--- config.mk ---
export PLATFORM = sky130hd
export DESIGN_NAME = wb_port_arbiter_flat
export DESIGN_NICKNAME = d
export VERILOG_FILES = /design/src/rtl/wb_arb_pkg.sv /design/src/rtl/wb_port_arbiter_if.sv /design/src/rtl/wb_pend_fifo.sv /design/src/rtl/wb_port_arbiter.sv /design/src/flat_wrapper.sv
export SDC_FILE = /design/constraint.sdc
export NUM_CORES = 1
export LEC_CHECK = 0
export CAP_MARGIN = 10
export CORE_ASPECT_RATIO = 1.1
export CORE_MARGIN = 1.5
export CORE_UTILIZATION = 50
export CTS_BUF_LIST = sky130_fd_sc_hd__clkbuf_4
export DETAILED_ROUTE_END_ITERATION = 12
export PLACE_DENSITY_LB_ADDON = 0.25
export RECOVER_POWER = 50
export SLEW_MARGIN = 20
export SYNTH_ARGS = -nofsm -noshare
export SYNTH_HDL_FRONTEND = slang
export SYNTH_SLANG_ARGS = --single-unit
export TNS_END_PERCENT = 1
--- constraint.sdc ---
create_clock -name clk -period 5.9 [get_ports clk]
set_input_delay 0.59 -clock clk [delete_from_list [all_inputs] [get_ports clk]]
set_output_delay 0.59 -clock clk [all_outputs]
set_load 0.02 [all_outputs]
--- src/rtl/wb_arb_pkg.sv ---
// wb_arb_pkg: shared widths and the pending-entry type for the write-port arbiter.
package wb_arb_pkg;
    localparam int XLEN = 32;
    localparam int REGW = 5;

    typedef struct packed {
        logic [REGW-1:0] rd;
        logic [XLEN-1:0] data;
    } wb_entry_t;
endpackage

--- src/rtl/wb_port_arbiter_if.sv ---
// wb_port_arbiter_if: WriteBack, LU result and register-file write-port signals.
interface wb_port_arbiter_if import wb_arb_pkg::*; #(parameter int DEPTH = 2);
    logic                     RegWriteW;
    logic [REGW-1:0]          RdW;
    logic [XLEN-1:0]          ResultW;
    logic                     lu_valid;
    logic [REGW-1:0]          lu_rd;
    logic [XLEN-1:0]          lu_data;
    logic                     lu_ready;
    logic                     rf_we;
    logic [REGW-1:0]          rf_waddr;
    logic [XLEN-1:0]          rf_wdata;
    logic                     wb_stall;
    logic [$clog2(DEPTH):0]   pend_count;

    modport slave (
        input  RegWriteW, RdW, ResultW, lu_valid, lu_rd, lu_data,
        output lu_ready, rf_we, rf_waddr, rf_wdata, wb_stall, pend_count
    );
    modport master (
        output RegWriteW, RdW, ResultW, lu_valid, lu_rd, lu_data,
        input  lu_ready, rf_we, rf_waddr, rf_wdata, wb_stall, pend_count
    );
endinterface

--- src/rtl/wb_pend_fifo.sv ---
// wb_pend_fifo: small in-order FIFO holding LU results awaiting the write port.
module wb_pend_fifo import wb_arb_pkg::*; #(
    parameter int  DEPTH = 2,
    parameter type T     = wb_entry_t
) (
    input  logic                   clk,
    input  logic                   rst,
    input  logic                   push,
    input  logic                   pop,
    input  T                       din,
    output T                       head,
    output logic [$clog2(DEPTH):0] count,
    output logic                   full,
    output logic                   empty
);
    localparam int AW = $clog2(DEPTH);
    localparam int CW = AW + 1;

    T mem [DEPTH];
    logic [AW-1:0] wp, rp;

    always_ff @(posedge clk or negedge rst) begin
        if (!rst) begin
            wp    <= '0;
            rp    <= '0;
            count <= '0;
        end else begin
            if (push) wp <= wp + 1'b1;
            if (pop) rp <= rp + 1'b1;
            count <= count + CW'(push) - CW'(pop);
        end
    end

    // Storage needs no reset: count gates every read.
    always_ff @(posedge clk) begin
        if (push) mem[wp] <= din;
    end

    assign head  = mem[rp];
    assign full  = count == CW'(DEPTH);
    assign empty = count == '0;
endmodule

--- src/rtl/wb_port_arbiter.sv ---
// wb_port_arbiter: shares the register-file write port between WriteBack and
// buffered long-latency results, with a bounded-wait forced drain.
module wb_port_arbiter import wb_arb_pkg::*; #(
    parameter int DEPTH    = 2,
    parameter int MAX_WAIT = 4
) (
    input logic               clk,
    input logic               rst,
    wb_port_arbiter_if.slave  bus
);
    localparam int AGW = $clog2(MAX_WAIT + 1);

    wb_entry_t din, head;
    logic [$clog2(DEPTH):0] count;
    logic full, empty, wb_req, head_v, stall, push, pop;
    logic [AGW-1:0] age;

    assign din    = '{rd: bus.lu_rd, data: bus.lu_data};
    assign wb_req = bus.RegWriteW && bus.RdW != '0;
    assign head_v = !empty;
    assign stall  = head_v && (full || age >= AGW'(MAX_WAIT));
    assign pop    = head_v && (stall || !wb_req);
    // x0 results complete the handshake but are dropped.
    assign push   = bus.lu_valid && bus.lu_ready && bus.lu_rd != '0;

    wb_pend_fifo #(.DEPTH(DEPTH), .T(wb_entry_t)) u_fifo (
        .clk   (clk),
        .rst   (rst),
        .push  (push),
        .pop   (pop),
        .din   (din),
        .head  (head),
        .count (count),
        .full  (full),
        .empty (empty)
    );

    always_ff @(posedge clk or negedge rst) begin
        if (!rst) age <= '0;
        else age <= (pop || !head_v) ? '0 : (age < AGW'(MAX_WAIT) ? age + 1'b1 : age);
    end

    assign bus.lu_ready   = rst && !full;
    assign bus.wb_stall   = stall;
    assign bus.pend_count = count;
    assign bus.rf_we      = rst && (pop || wb_req);
    assign bus.rf_waddr   = !bus.rf_we ? '0 : pop ? head.rd : bus.RdW;
    assign bus.rf_wdata   = !bus.rf_we ? '0 : pop ? head.data : bus.ResultW;
endmodule

--- src/flat_wrapper.sv ---
// flat-port wrapper written by rule: the top's interface ports become plain ports
module wb_port_arbiter_flat import wb_arb_pkg::*;
#(
    parameter int DEPTH    = 2,
    parameter int MAX_WAIT = 4
)
  (clk, rst, bus_RegWriteW, bus_RdW, bus_ResultW, bus_lu_valid, bus_lu_rd, bus_lu_data, bus_lu_ready, bus_rf_we, bus_rf_waddr, bus_rf_wdata, bus_wb_stall, bus_pend_count);
  wb_port_arbiter_if #(.DEPTH(DEPTH)) bus_i ();
  input logic clk;
  input logic rst;
  input wire logic [$bits(bus_i.RegWriteW)-1:0] bus_RegWriteW;
  input wire logic [$bits(bus_i.RdW)-1:0] bus_RdW;
  input wire logic [$bits(bus_i.ResultW)-1:0] bus_ResultW;
  input wire logic [$bits(bus_i.lu_valid)-1:0] bus_lu_valid;
  input wire logic [$bits(bus_i.lu_rd)-1:0] bus_lu_rd;
  input wire logic [$bits(bus_i.lu_data)-1:0] bus_lu_data;
  output wire logic [$bits(bus_i.lu_ready)-1:0] bus_lu_ready;
  output wire logic [$bits(bus_i.rf_we)-1:0] bus_rf_we;
  output wire logic [$bits(bus_i.rf_waddr)-1:0] bus_rf_waddr;
  output wire logic [$bits(bus_i.rf_wdata)-1:0] bus_rf_wdata;
  output wire logic [$bits(bus_i.wb_stall)-1:0] bus_wb_stall;
  output wire logic [$bits(bus_i.pend_count)-1:0] bus_pend_count;
  assign bus_i.RegWriteW = bus_RegWriteW;
  assign bus_i.RdW = bus_RdW;
  assign bus_i.ResultW = bus_ResultW;
  assign bus_i.lu_valid = bus_lu_valid;
  assign bus_i.lu_rd = bus_lu_rd;
  assign bus_i.lu_data = bus_lu_data;
  assign bus_lu_ready = bus_i.lu_ready;
  assign bus_rf_we = bus_i.rf_we;
  assign bus_rf_waddr = bus_i.rf_waddr;
  assign bus_rf_wdata = bus_i.rf_wdata;
  assign bus_wb_stall = bus_i.wb_stall;
  assign bus_pend_count = bus_i.pend_count;
  wb_port_arbiter #(.DEPTH(DEPTH), .MAX_WAIT(MAX_WAIT)) u_core (.clk(clk), .rst(rst), .bus(bus_i));
endmodule
==> results of run 1 <==
[worst paths after layout]
check | startpoint | end | slack (ns) | depth (start not counted)
worst min-delay path | u_core.age[0] | u_core.age[0] | 0.44 | 1
worst max register to register | u_core.u_fifo.count[0] | u_core.u_fifo.mem[0][23] | 2.87 | 5
worst max-delay path | bus_RdW[1] | bus_rf_wdata[1] | 1.98 | 7
worst min register to register | u_core.age[0] | u_core.age[0] | 0.44 | 1
min in group asynchronous | rst | u_core.u_fifo.wp | 0.56 | 1
max in group asynchronous | rst | u_core.u_fifo.rp | 5.01 | 1
[flip-flops by register name (all words and copies together) (netlist names)]
name	flops
u_core.u_fifo.wp	1
u_core.u_fifo.count	2
u_core.age	3
u_core.u_fifo.mem	74
u_core.u_fifo.rp	1
[cell families (layout without fill, tap and decap cells)]
kind of cell    after synthesis  in the layout
mux                          38             38
flops                        81             81
simple gates                 11             11
fa+ha+maj                     3              3
buf+inv                      17            144
xor+xnor                      4              4
compound gates               44             44
other cells                   0              2
[critical path, delay by kind of cell]
kind / cells / cell delay, ns
and+or+nand+nor: 2 / 0.75
buffers and inverters: 3 / 1.52
AOI/OAI and AO/OA: 2 / 0.46
[stage by stage]
| step | setup slack [ns] | util | power (mW) |
|---|---|---|---|
| detailed placement | 2.070 | 0.7034 | 1.514 |
| floorplan | 2.300 | - | 1.215 |
| CTS | 2.077 | 0.7309 | 1.909 |
| finish | 1.978 | 0.7347 | 1.882 |
| global placement | 2.135 | 0.7034 | 1.493 |
| global route | 1.809 | 0.7343 | 1.981 |
[power by group]
part	internal [mW]	total, mW	switching, mW
clock network	0.217	0.393	0.176
registers	0.716	0.813	0.0972
logic	0.346	0.676	0.330
total	1.28	1.88	0.603
[layer usage]
layer	wire [um]	up-vias	global-route usage
li1	-	1047	-
met1	2816	1048	0.2406
met2	4010	71	0.3716
met3	418	14	0.04975
met4	148	0	0.1003
met5	0	-	0
[layout make-up]
type	count	area, um^2	share of cell area
flip-flops and latches	81	2399	0.4951
repair buffers	122	1234	0.2546
multi-input cells	100	900.9	0.1860
clock inverters	6	106.4	0.02195
well taps	82	102.6	0.02118
clock buffers	10	75.07	0.01550
inverters	6	22.52	0.004649
diodes	2	5.005	0.001033
[layout by cell type, fill, tap and decap left out, drive strengths merged, types with 2 or more instances in the layout]
cell and n:
clkdlybuf4s50 77, edfxtp 74, dlygate4sd3 42, mux2i 38
o2bb2ai 37, clkbuf 10, dfrtp 7, inv 6
nor2 4, ha 3, bufinv 3, o21ai 3
buf 3, diode 2, xnor2 2, xor2 2
o31a 2, clkinv 2
==> implementation parameters, run 1 <==
Parameter                              Value

Pwr
  PD cells ... 388.5 mW/mm^2
  Leak Pwr ... 1.732 nW
  Worst vdd rail ir drop ... 0.3011 mV

Global route
  GRT Total Usage ... 0.2138
  Maximum number of pins on one net before global-route repair ... 39
  Number of antenna violations at the first check in global routing ... 1
  Wire length of the first global-routing pass ... 11,470 um
  Vias in the first global route ... 2,304
  Total grt overflow ... 0

Synthesis
  Portion of the post-synthesis area used by sequential elements ... 0.6998
  Syn nets ... 279
  Most frequently used cell type in the post-synthesis netlist ... edfxtp_1
  Synth warnings ... 0
  Largest family of logic cells by synthesized area ... compound AO/OA/AOI/OAI gates
  Synthesized-area fraction occupied by adder cells ... 0.01096
  Top cells by area in the synthesized netlist ... edfxtp_1, mux2i_1, o2bb2ai_1
  Fraction of the mapped netlist area in compound gates ... 0.1125
  Multiplexer fraction of the synthesized cell area ... 0.1110
  Top cell type by total area after synthesis ... edfxtp_1
  Synth Register Bits ... 81
  Cell area after synthesis ... 0.003426 mm^2
  Top FF cell, synth ... edfxtp_1
  Xor-xnor portion of the synthesized cell area ... 0.01023
  Per-instance average area after synthesis ... 17.30 um^2
  Simple-gate share of the synthesized area ... 0.01790
  Number of enable flip-flop cells after synthesis ... 74
  Number of different library cells in the post-synthesis netlist ... 28
  Post-Synthesis Cells ... 198
  Area share of the leading cell type in the synthesized netlist ... 0.6486
  Async set or reset register ratio after synthesis ... 0.08642
  Most frequent cells after synthesis ... edfxtp_1, mux2i_1, o2bb2ai_1

Clocking
  Post-CTS Hold Buffers ... 0
  Number of clock buffers inserted by TritonCTS ... 9
  Clock latency reported for the late side of the worst-skew pair ... 0.40 ns
  Post_cts resized ... 0
  Total number of clock tree sinks ... 81
  Clock slew seen by the registers of the worst setup and hold paths ... 0.11 ns
  CTS tree ... built
  Level count of the clock H-tree ... 3
  Root buf cell ... clkbuf_4
  Number of buffers added for setup after CTS ... 0
  Maximum clock path buffer count ... 2

STA
  Final Skew ... 0.007233 ns
  Final critical path time including I/O delays and setup ... 3.922 ns
  Setup Total Neg Slack ... 0 ns
  Rel. slew slack ... -0.2520
  Worst hold-check slack ... 0.4421 ns
  Final number of hold-violating endpoints ... 0
  Share of the clock period used by the worst path after layout ... 0.6647
  Final Setup Violations ... 0
  Maximum clock frequency ... 255.0 MHz
  Worst-Margin Slew ... 1.874 ns
  Max Transition Viols Final ... 18
  RSZ-0062 raised after global routing ... false

Finish
  Share of final-layout standard cells stronger than drive strength 1 ... 0.07077
  Layout-stage area growth over the synthesis result ... 41.42%
  Fillers ... 434
  Post-layout instance count excluding filler cells ... 409
  Layout net count ... 401
  Post-layout instance area ... 0.004845 mm^2

Placed design
  Area after DPL ... 0.004638 mm^2
  Global placement routability congestion ... 0.7250
  Quantity of I/O buffers inserted on ports ... 119
  Cell count after placement ... 390
  Post-DP HPWL ... 5120 um

Drt
  Routed wire length ... 7394 um
  Number of DRC markers after the initial detailed-route iteration ... 141
  Average wire per cell in the routed design ... 18.08 um
  Total number of vias ... 2,180
  DRC errors left ... 0
  Detailed Routing Iterations Pass 1 ... 4
  Final ANT Viol Nets ... 0
  Post-detailed-route via-to-cell ratio ... 5.330

Floorplan
  IO Pins ... 120
  Die Area ... 0.007358 mm^2
  Y dimension of the die ... 89.82 um
  Site row count ... 31
  Starting Density ... 0.5195
  Total core area ... 0.006594 mm^2
  Horiz. Die Dim ... 81.92 um

Setup path
  Required time of the worst setup path ... 5.31 ns
  Slowest cell on the critical path ... clkdlybuf4s50_1
  CP endpoint kind ... output port
  Largest fanout on the critical path ... 21
  Arrival @ worst endpoint ... 3.33 ns
  Ordered list of cells on the worst path ... dlygate4sd3_1, or3_1, nor4_1, o21ai_2, buf_4, o2bb2ai_1, clkdlybuf4s50_1
  Peak per-stage delay on the critical path ... 0.64 ns
  Path type of the worst setup path ... in2out
  Critical path startpoint category ... primary input

Status
  Violations in the final reports ... capacitance limit, slew limit
  Run status ... finished with violations

Job
  Number of maximum-capacitance constraint violations ... 1

Min path
  Type of the worst min-delay path ... reg2reg
(Power assumes the default switching activity.)
==> run 2, diff against run 1 <==
--- a/config.mk
+++ b/config.mk
@@ -8,7 +8,7 @@
 export CAP_MARGIN = 10
 export CORE_ASPECT_RATIO = 1.1
 export CORE_MARGIN = 1.5
-export CORE_UTILIZATION = 50
+export CORE_UTILIZATION = 47
 export CTS_BUF_LIST = sky130_fd_sc_hd__clkbuf_4
 export DETAILED_ROUTE_END_ITERATION = 12
 export PLACE_DENSITY_LB_ADDON = 0.25
==> constraint.sdc (replaced) <==
create_clock -name clk -period 4 [get_ports clk]
set_input_delay 0.4 -clock clk [delete_from_list [all_inputs] [get_ports clk]]
set_output_delay 0.4 -clock clk [all_outputs]
set_load 0.02 [all_outputs]
==> implementation parameters, run 2 (synthesis results as in run 1) <==
Parameter                              Value

Status
  Run status ... complete, no violations

Drt
  Detailed-route wire length on metal 1 ... 3014 um (+7.0%)
  Final ANT Viol Nets ... 0 (unchanged)
  Met2 wire len ... 3605 um (-10%)
  Number of DRC markers after the initial detailed-route iteration ... 92 (-35%)
  Top sig layer ... met4
  Routed length on met3 ... 375 um (-10%)
  Routed wire length ... 7070 um (-4.4%)
  Average wire per cell in the routed design ... 17.20 um (-4.8%)
  Detailed Routing Iterations Pass 1 ... 4 (unchanged)
  Post-detailed-route via-to-cell ratio ... 5.282 (-0.90%)
  DRC errors left ... 0 (unchanged)
  Total number of vias ... 2,171 (-0.41%)

Placed design
  Quantity of I/O buffers inserted on ports ... 119 (unchanged)
  Post-DP HPWL ... 4971 um (-2.9%)
  Global placement routability congestion ... 0.7559 (+4.3%)
  Worst Setup Slack post-DPL ... 0.5915 ns (-1.478 ns)
  Cell count after placement ... 395 (+1.3%)

Setup path
  Family with the most delay on the worst path ... buffers and inverters
  Path type of the worst setup path ... in2out
  Slowest cell on the critical path ... and3_1
  Largest fanout on the critical path ... 23 (+9.5%)
  Critical path startpoint category ... primary input
  Required time of the worst setup path ... 3.60 ns (-1.71 ns)
  Bufs and invs on worst path ... 4 (+1)
  Arrival @ worst endpoint ... 3.14 ns (-0.19 ns)
  CP endpoint kind ... output port
  Ordered list of cells on the worst path ... dlygate4sd3_1, clkbuf_1, and3_1, buf_12, o2bb2ai_1, clkdlybuf4s50_1
  Peak per-stage delay on the critical path ... 0.69 ns (+0.05 ns)

STA
  Worst hold-check slack ... 0.4466 ns (+0.004429 ns)
  Final number of hold-violating endpoints ... 0 (unchanged)
  Rel. slew slack ... 0.06601 (+0.3180)
  Max Transition Viols Final ... 0 (-18)
  Final Skew ... 0.01122 ns (+0.003991 ns)
  RSZ-0062 raised after global routing ... false
  Worst-Margin Slew ... 1.398 ns (-0.4761 ns)
  Final WS setup ... 0.4650 ns (-1.513 ns)
  Maximum clock frequency ... 282.9 MHz
  Setup Total Neg Slack ... 0 ns (unchanged)
  Final critical path time including I/O delays and setup ... 3.535 ns
  Final Setup Violations ... 0 (unchanged)
  Share of the clock period used by the worst path after layout ... 0.8838

Clocking
  CTS tree ... built
  Post-CTS Hold Buffers ... 0 (unchanged)
  Root buf cell ... clkbuf_4
  Post_cts resized ... 0 (unchanged)
  Total number of clock tree sinks ... 81 (unchanged)
  Number of buffers added for setup after CTS ... 0 (unchanged)
  Level count of the clock H-tree ... 3 (unchanged)
  Clock latency reported for the late side of the worst-skew pair ... 0.41 ns (about the same)
  Clock slew seen by the registers of the worst setup and hold paths ... 0.11 ns (about the same)
  Number of clock buffers inserted by TritonCTS ... 9 (unchanged)
  Maximum clock path buffer count ... 2 (unchanged)

Global route
  Wire length of the first global-routing pass ... 11,230 um (-2.1%)
  Maximum number of pins on one net before global-route repair ... 38 (-2.6%)
  Number of antenna violations at the first check in global routing ... 0 (-1)
  Total grt overflow ... 0 (unchanged)
  Vias in the first global route ... 2,290 (-0.61%)
  GRT Total Usage ... 0.1880 (-0.02572)

Floorplan
  Site row count ... 32 (+3.2%)
  Total core area ... 0.007047 mm^2 (+6.9%)
  Starting Density ... 0.4862 (-0.03339)
  Y dimension of the die ... 92.54 um (+3.0%)
  IO Pins ... 120 (unchanged)
  Die Area ... 0.007810 mm^2 (+6.2%)
  Horiz. Die Dim ... 84.40 um (+3.0%)

Finish
  Antenna diode instance count ... 0 (-2)
  Fillers ... 546 (+26%)
  Top library cells by usage in the layout, fill and taps aside ... clkdlybuf4s50_1, edfxtp_1, dlygate4sd3_1
  Layout-stage area growth over the synthesis result ... 39.44%
  Register name with the most flops ... u_core.u_fifo.mem
  Share of final-layout standard cells stronger than drive strength 1 ... 0.07055 (-0.0002171)
  Layout net count ... 402 (+0.25%)
  Post-layout instance count excluding filler cells ... 411 (+0.49%)
  Max reg flops ... 74 (unchanged)
  Biggest registers after layout ... u_core.u_fifo.mem (74), u_core.age (3), u_core.u_fifo.count (2)
  Most common library cell in the layout ignoring fill and taps ... clkdlybuf4s50_1

Pwr
  Leak Pwr ... 1.691 nW (-2.3%)
  Total power of the final layout ... 2.581 mW (+37%)
  Worst vdd rail ir drop ... 0.2950 mV (-2.0%)
  PD cells ... 540.2 mW/mm^2 (+39%)

Job
  Number of maximum-capacitance constraint violations ... 0 (-1)

Min path
  Type of the worst min-delay path ... reg2reg
## run 2: cell type report
class | count | area (um^2) | area share
Tap cell | 85 | 106.4 | 0.02226
Multi-Input combinational cell | 100 | 908.4 | 0.1902
Clock inverter | 6 | 36.28 | 0.007596
Sequential cell | 81 | 2399 | 0.5021
Inverter | 6 | 22.52 | 0.004715
Clock buffer | 10 | 75.07 | 0.01572
Timing Repair Buffer | 123 | 1230 | 0.2575
## run 2: stage by stage
stage | util | instance area [um^2]
5_1_grt | 0.6779 | 4777
6_report | 0.6779 | 4777
3_5_place_dp | 0.6637 | 4677
3_3_place_gp | 0.6637 | 4677
2_1_floorplan | - | 3426
4_1_cts | 0.6795 | 4788
## run 2: worst paths after layout
path,startpoint,end,slack (ns),cells after the start
hold / removal,u_core.age[0],u_core.age[0],0.45,1
setup / recovery,rst,bus_rf_wdata[20],0.46,6
max in group asynchronous,rst,u_core.u_fifo.rp,3.06,2
hold reg to reg,u_core.age[0],u_core.age[0],0.45,1
min in group asynchronous,rst,u_core.u_fifo.count[0],0.50,2
setup reg to reg,u_core.u_fifo.count[0],u_core.u_fifo.mem[0][21],1.04,5
## run 2: power breakdown
| part | switching [mW] | leakage [nW] | internal (mW) | total (mW) |
|---|---|---|---|---|
| clock network | 0.264 | 0.0558 | 0.130 | 0.395 |
| registers | 0.0766 | 0.762 | 1.06 | 1.13 |
| logic | 0.551 | 0.873 | 0.502 | 1.05 |
## run 2: routing by layer
metal	track usage	vias to the layer above
met5	0	-
met4	0.06989	0
met3	0.04635	8
met2	0.3133	81
met1	0.2399	1038
li1	-	1044
